## src/rtl/button_pkg.sv

```systemverilog
`default_nettype none
// ============================================================================
//  Module      : button_pkg
//  Description : Shared definitions for push-button conditioning: the
//                debounce state encoding and the default timing constants
//                from which the stability window is derived.
//  Revision    : 1.0 - initial release
// ============================================================================
package button_pkg;

   // Default board timing: 1 ms stability window at 50 MHz.
   localparam int CLK_HZ            = 50_000_000;
   localparam int DEBOUNCE_MS       = 1;
   localparam int DEF_STABLE_CYCLES = (CLK_HZ / 1000) * DEBOUNCE_MS;
   localparam int DEF_CNT_WIDTH     = 16;
   localparam int DEF_SYNC_STAGES   = 2;

   // Debounce FSM encoding, 2 bits.
   typedef enum logic [1:0] {
      RELEASED       = 2'd0,
      ARMING_PRESS   = 2'd1,
      PRESSED        = 2'd2,
      ARMING_RELEASE = 2'd3
   } state_e;

endpackage : button_pkg
`default_nettype wire

```

## src/rtl/sync_ff.sv

```systemverilog
`default_nettype none
// ============================================================================
//  Module      : sync_ff
//  Description : Multi-stage flop synchronizer for an asynchronous board
//                input. All stages reset to RESET_VAL, which is 1 for the
//                active-low board inputs so that reset looks "released".
//  Ports       : clk      - system clock (rising edge)
//                rst_n    - synchronous active-low reset
//                async_in - asynchronous input pin
//                sync_out - output of the last synchronizer stage
//  Revision    : 1.0 - initial release
// ============================================================================
module sync_ff #(
   parameter int   STAGES    = 2,
   parameter logic RESET_VAL = 1'b1
) (
   input  logic clk,
   input  logic rst_n,
   input  logic async_in,
   output logic sync_out
);

   logic [STAGES-1:0] sync_q;
   logic [STAGES-1:0] sync_d;

   // Shift toward the MSB; bit 0 is the metastability-exposed stage.
   always_comb begin
      sync_d = {sync_q[STAGES-2:0], async_in};
   end

   always_ff @(posedge clk) begin
      if (!rst_n) begin
         sync_q <= {STAGES{RESET_VAL}};
      end else begin
         sync_q <= sync_d;
      end
   end

   assign sync_out = sync_q[STAGES-1];

endmodule : sync_ff
`default_nettype wire

```

## src/rtl/button_debounce.sv

```systemverilog
`default_nettype none
// ============================================================================
//  Module      : button_debounce
//  Description : Synchronizes and debounces an active-low push button.
//                A new pin level must persist for STABLE_CYCLES synchronized
//                cycles before it is accepted. Publishes a clean level,
//                single-cycle press/release strobes and a 3-bit wrapping
//                press counter that drives the board LEDs.
//  Ports       : clk           - system clock (rising edge)
//                rst_n         - synchronous active-low reset
//                btn_n_raw     - raw button pin, 0 = pressed, asynchronous
//                btn_level     - debounced level, 1 = pressed
//                press_pulse   - one-cycle strobe on an accepted press
//                release_pulse - one-cycle strobe on an accepted release
//                press_count   - accepted presses modulo 8 (LED[2:0])
//  Revision    : 1.0 - initial release
// ============================================================================
module button_debounce
   import button_pkg::*;
#(
   parameter int STABLE_CYCLES = DEF_STABLE_CYCLES,
   parameter int CNT_WIDTH     = DEF_CNT_WIDTH,
   parameter int SYNC_STAGES   = DEF_SYNC_STAGES
) (
   input  logic       clk,
   input  logic       rst_n,
   input  logic       btn_n_raw,
   output logic       btn_level,
   output logic       press_pulse,
   output logic       release_pulse,
   output logic [2:0] press_count
);

   // Terminal count: the entry cycle already counts as 1, so acceptance
   // happens when the counter reaches STABLE_CYCLES-1 with the pin unchanged.
   localparam logic [CNT_WIDTH-1:0] C_LAST_CNT = CNT_WIDTH'(STABLE_CYCLES - 1);
   localparam logic [CNT_WIDTH-1:0] C_ONE      = CNT_WIDTH'(1);

   logic                 sync_n;

   state_e               state_q, state_d;
   logic [CNT_WIDTH-1:0] cnt_q, cnt_d;
   logic                 btn_level_q, btn_level_d;
   logic                 press_pulse_q, press_pulse_d;
   logic                 release_pulse_q, release_pulse_d;
   logic [2:0]           press_count_q, press_count_d;

   sync_ff #(
      .STAGES    (SYNC_STAGES),
      .RESET_VAL (1'b1)
   ) u_sync_btn (
      .clk      (clk),
      .rst_n    (rst_n),
      .async_in (btn_n_raw),
      .sync_out (sync_n)
   );

   // Next-state logic. The counter defaults to 0 so that every exit from an
   // arming state (bounce or acceptance) discards the partial count.
   always_comb begin
      state_d         = state_q;
      cnt_d           = '0;
      btn_level_d     = btn_level_q;
      press_pulse_d   = 1'b0;
      release_pulse_d = 1'b0;
      press_count_d   = press_count_q;

      case (state_q)
         RELEASED: begin
            if (!sync_n) begin
               state_d = ARMING_PRESS;
               cnt_d   = C_ONE;
            end
         end

         ARMING_PRESS: begin
            if (sync_n) begin
               state_d = RELEASED;
            end else if (cnt_q == C_LAST_CNT) begin
               state_d       = PRESSED;
               press_pulse_d = 1'b1;
               btn_level_d   = 1'b1;
               press_count_d = press_count_q + 3'd1;
            end else begin
               cnt_d = cnt_q + C_ONE;
            end
         end

         PRESSED: begin
            if (sync_n) begin
               state_d = ARMING_RELEASE;
               cnt_d   = C_ONE;
            end
         end

         ARMING_RELEASE: begin
            if (!sync_n) begin
               state_d = PRESSED;
            end else if (cnt_q == C_LAST_CNT) begin
               state_d         = RELEASED;
               release_pulse_d = 1'b1;
               btn_level_d     = 1'b0;
            end else begin
               cnt_d = cnt_q + C_ONE;
            end
         end

         default: begin
            state_d = RELEASED;
         end
      endcase
   end

   always_ff @(posedge clk) begin
      if (!rst_n) begin
         state_q         <= RELEASED;
         cnt_q           <= '0;
         btn_level_q     <= 1'b0;
         press_pulse_q   <= 1'b0;
         release_pulse_q <= 1'b0;
         press_count_q   <= 3'd0;
      end else begin
         state_q         <= state_d;
         cnt_q           <= cnt_d;
         btn_level_q     <= btn_level_d;
         press_pulse_q   <= press_pulse_d;
         release_pulse_q <= release_pulse_d;
         press_count_q   <= press_count_d;
      end
   end

   assign btn_level     = btn_level_q;
   assign press_pulse   = press_pulse_q;
   assign release_pulse = release_pulse_q;
   assign press_count   = press_count_q;

endmodule : button_debounce
`default_nettype wire

```

## config.mk

```make
export PLATFORM = sky130hd
export DESIGN_NAME = button_debounce
export DESIGN_NICKNAME = d
export VERILOG_FILES = /design/src/rtl/button_pkg.sv /design/src/rtl/sync_ff.sv /design/src/rtl/button_debounce.sv
export SDC_FILE = /design/constraint.sdc
export NUM_CORES = 1
export LEC_CHECK = 0
export CORE_MARGIN = 2
export CORE_UTILIZATION = 55
export DETAILED_ROUTE_END_ITERATION = 6
export MAX_ROUTING_LAYER = met4
export PLACE_DENSITY = 0.76
export SETUP_SLACK_MARGIN = 0.05
export SLEW_MARGIN = 20
export SYNTH_ARGS = -nofsm -noshare
export SYNTH_HDL_FRONTEND = slang
export SYNTH_HIERARCHICAL = 1
export SYNTH_SLANG_ARGS = --single-unit
```

## constraint.sdc

```tcl
create_clock -name clk -period 2.6 [get_ports clk]
set_clock_uncertainty 0.2 [all_clocks]
set_input_delay 0.26 -clock clk [delete_from_list [all_inputs] [get_ports clk]]
set_output_delay 0.26 -clock clk [all_outputs]
set_load 0.01 [all_outputs]
```

==> reports/qor.csv <==
stage;metric;value;unit
setup_path;Buf/Inv on CP;0;
sta;Pins Over Slew Limit;0;
die;die height;48.5;µm
sta;RSZ-0062 raised after global routing;false;
clock_network;# clock sinks;26;
logic_synthesis;Syn Nets;127;
min_path;Hold Path Class;reg2reg;
clock_network;clk_lat worst skew;0.32;ns
setup_path;WP depth;4;
global_routing;pin count of the biggest net entering global routing;16;
sta;hold slack;0.237;ns
setup_path;crit end category;flip-flop;
power_and_ir_drop;Peak VDD IR;0.000412;V
logic_synthesis;syn_area_per_cell;8.93;µm²
finish;final net count;140;
power_and_ir_drop;Seq pwr share;58.3;%
routing;DRT Wirelength;1850;µm
setup_path;startpoint types;flip-flop;
clock_network;CTS buffer count;3;
routing;DR iter-0 viols;16;
die;DIE AREA;0.00235;mm²
setup_path;Critical Path AT;2.41;ns
clock_network;CTS H-tree depth;1;
place;DPL Wire Length;1320;µm
sta;Least-Margin Pin Slew;0.482;ns
routing;Routed Antenna Nets;0;
setup_path;Required @ worst endpoint;2.67;ns
routing;TritonRoute pass-1 iters;4;
power_and_ir_drop;pwr dens;549;mW/mm²
logic_synthesis;sequential area share after synthesis;47.8;%
place;routability cong.;0.820;
logic_synthesis;Post-Syn Instances;122;
logic_synthesis;Mapped Area;0.00109;mm²
setup_path;crit path max-delay cell type;or4_1;
die;I/O pin cnt;9;
clock_network;Resized Gates After CTS;0;
setup_path;FF-to-FF path depth;4;
logic_synthesis;library cells used by synthesis;28;
die;DIE WIDTH;48.5;µm
clock_network;Clock Pin Slew Worst Setup and Hold Paths;0.14;ns
min_path;Worst Min Path Start;u_sync_btn/sync_q[0];
power_and_ir_drop;leak pwr;0.379;nW
sta;final worst path period need;2.34;ns
routing;Wirelength per Cell;11.5;µm
finish;Inserted Diodes;0;
setup_path;Top cell by count, worst path;or4_1;
routing;DRC;0;
power_and_ir_drop;sw power;0.127;mW
sta;Final period util;90.0;%
setup_path;critical path, cell by cell;or4b_1 > or4_1 > or4_1 > a21oi_1;
setup_path;reg-to-reg endpoint;press_count[2];
clock_network;Post-CTS Setup Inserts;0;
setup_path;crit path capture;press_count[2];
sta;Peak Freq;427;MHz
clock_network;CTS tree;yes;
setup_path;worst-path fanout max;5;
clock_network;worst-case clock buffer depth;2;
finish;Area Growth Syn to Fin;16.1;%
global_routing;initial antenna violation count;0;
global_routing;vias in the first global route;793;
sta;Slew headroom;67.8;%
sta;endpoints failing setup;0;
routing;Vias/cell;5.32;
power_and_ir_drop;Overall Power;0.694;mW
finish;layout cells sized above 1;6.72;%
die;core box area;0.00192;mm²
setup_path;CP Class;reg2reg;
die;Rows;16;
logic_synthesis;synthesized flop and latch total;26;
clock_network;# hold bufs at CTS;0;
global_routing;gr usage total;18.8;%
sta;final hold vios;0;
power_and_ir_drop;share of power burned in combinational logic;2.4;%
global_routing;first-pass GRT wire length;3380;µm
job;Max Cap Violations;0;
power_and_ir_drop;Int Pwr;0.567;mW
setup_path;FF-to-FF Start;cnt_q[5];
setup_path;crit path launch;cnt_q[5];
power_and_ir_drop;sw frac;18.3;%
die;initial core utilization;56.7;%
global_routing;grt total ovfl;0;
setup_path;Critical Path Max Stage Delay;0.61;ns
clock_network;Root Buffer;clkbuf_4;
place;I/O Buffers;8;
setup_path;family with the most delay on the worst path;simple AND/OR/NAND/NOR gates;
logic_synthesis;ranking of synthesized cells by area;dfxtp_1 (48%), xnor2_1 (10%), nor2_1 (7.6%), nor4_1 (3.4%), nand4_1 (2.9%);
power_and_ir_drop;clock share of power;39.3;%
setup_path;R2R Setup Slk;0.26;ns
logic_synthesis;Ys Warns;6;
finish;Fill cells;167;
logic_synthesis;post-synth top area share;47.8;%
outcome;status;completed;
routing;total number of vias;857;
logic_synthesis;largest area contributor in the netlist;dfxtp_1;
sta;Fin Setup TNS;0;ns
==> logic make-up after synthesis <==
kind of cell             after synthesis  synth area share, %
AND/OR/NAND/NOR                       58                 28.0
XOR/XNOR                              14                 11.3
AO/OA/AOI/OAI                         12                 6.43
flip-flops                            26                 47.8
multiplexers                           1                0.919
adder cells (fa/ha/maj)                2                 2.30
buffers and inverters                  9                 3.33
==> worst min path at each step <==
stage                                 to  slack (ns)  cells after the start
floorplan           u_sync_btn/sync_q[0]        0.13                      1
global placement    u_sync_btn/sync_q[1]        0.20                      1
detailed placement  u_sync_btn/sync_q[1]        0.22                      1
CTS                 u_sync_btn/sync_q[1]        0.24                      1
global route        u_sync_btn/sync_q[1]        0.27                      1
finish              u_sync_btn/sync_q[1]        0.24                      1
==> metal layers <==
layer	GRT usage (%)	part of all wire, %	wire length, µm
met5	-	0	0
met3	4.32	4.2	78
met1	24.8	49	904
met2	27.3	45	828
met4	9.52	1.9	36
==> cells in the final DEF, fill, tap and decap left out <==
cell type / count
or4bb_1: 2
dfxtp_1: 26
nor2_1: 22
ha_1: 2
a21bo_2: 1
o21ai_0: 3
xnor2_1: 13
nor4_1: 6
nand3_1: 6
nand2_1: 4
and2_1: 1
inv_1: 6
a21oi_1: 6
xor2_1: 1
bufinv_16: 1
or3b_1: 1
or4_1: 2
buf_4: 3
nand4_1: 5
clkbuf_4: 3
or4b_1: 1
nor3_1: 3
o31ai_1: 1
or2_0: 1
clkdlybuf4s50_1: 8
or3_1: 1
mux2i_1: 1
nand2b_1: 2
o21a_1: 1
or2_2: 1
==> registers in the layout (all words and copies together), names as in the netlist, named ones only <==
signal and cells:
btn_level 1, cnt_q 16, press_count 3, press_pulse 1, release_pulse 1, state_q 1, u_sync_btn/sync_q 2
==> power by group through the flow <==
stage | Clock [mW] | Combinational [mW] | Sequential, mW
after detailed placement | 0 | 0.0163 | 0.414
after global placement | 0 | 0.0159 | 0.413
after global routing | 0.295 | 0.0190 | 0.406
after CTS | 0.277 | 0.0164 | 0.405
after floorplan | 0 | 0.00783 | 0.414
final | 0.273 | 0.0164 | 0.405
==> synth_stat cells <==
master / number
a21bo_2: 1
a21oi_1: 6
and2_1: 1
buf_2: 2
clkbuf_1: 1
dfxtp_1: 26
ha_1: 2
inv_1: 6
mux2i_1: 1
nand2_1: 4
nand2b_1: 2
nand3_1: 6
nand4_1: 5
nor2_1: 22
nor3_1: 3
nor4_1: 6
o21a_1: 1
o21ai_0: 3
o31ai_1: 1
or2_0: 1
or2_2: 1
or3_1: 1
or3b_1: 1
or4_1: 2
or4b_1: 1
or4bb_1: 2
xnor2_1: 13
xor2_1: 1
==> metrics by stage <==
stage / setup WS, ns / util, % / std cells / area (µm²)
after global routing: 0.162 / 65.8 / 161 / 1260
after floorplan: 0.291 / - / 122 / 1090
after global placement: 0.326 / 63.1 / 157 / 1210
after CTS: 0.236 / 65.8 / 161 / 1260
after detailed placement: 0.269 / 63.1 / 157 / 1210
final: 0.259 / 65.8 / 161 / 1260
==> area by class of cell <==
type	instances	area (µm²)	share of cell area (%)
Clock inverter	1	30.0	2.37
Timing Repair Buffer	11	103	8.11
Clock buffer	3	22.5	1.78
Tap cell	27	33.8	2.67
Inverter	6	22.5	1.78
Multi-Input combinational cell	87	533	42.1
Sequential cell	26	520	41.1
Power figures use the tool's default switching activity.
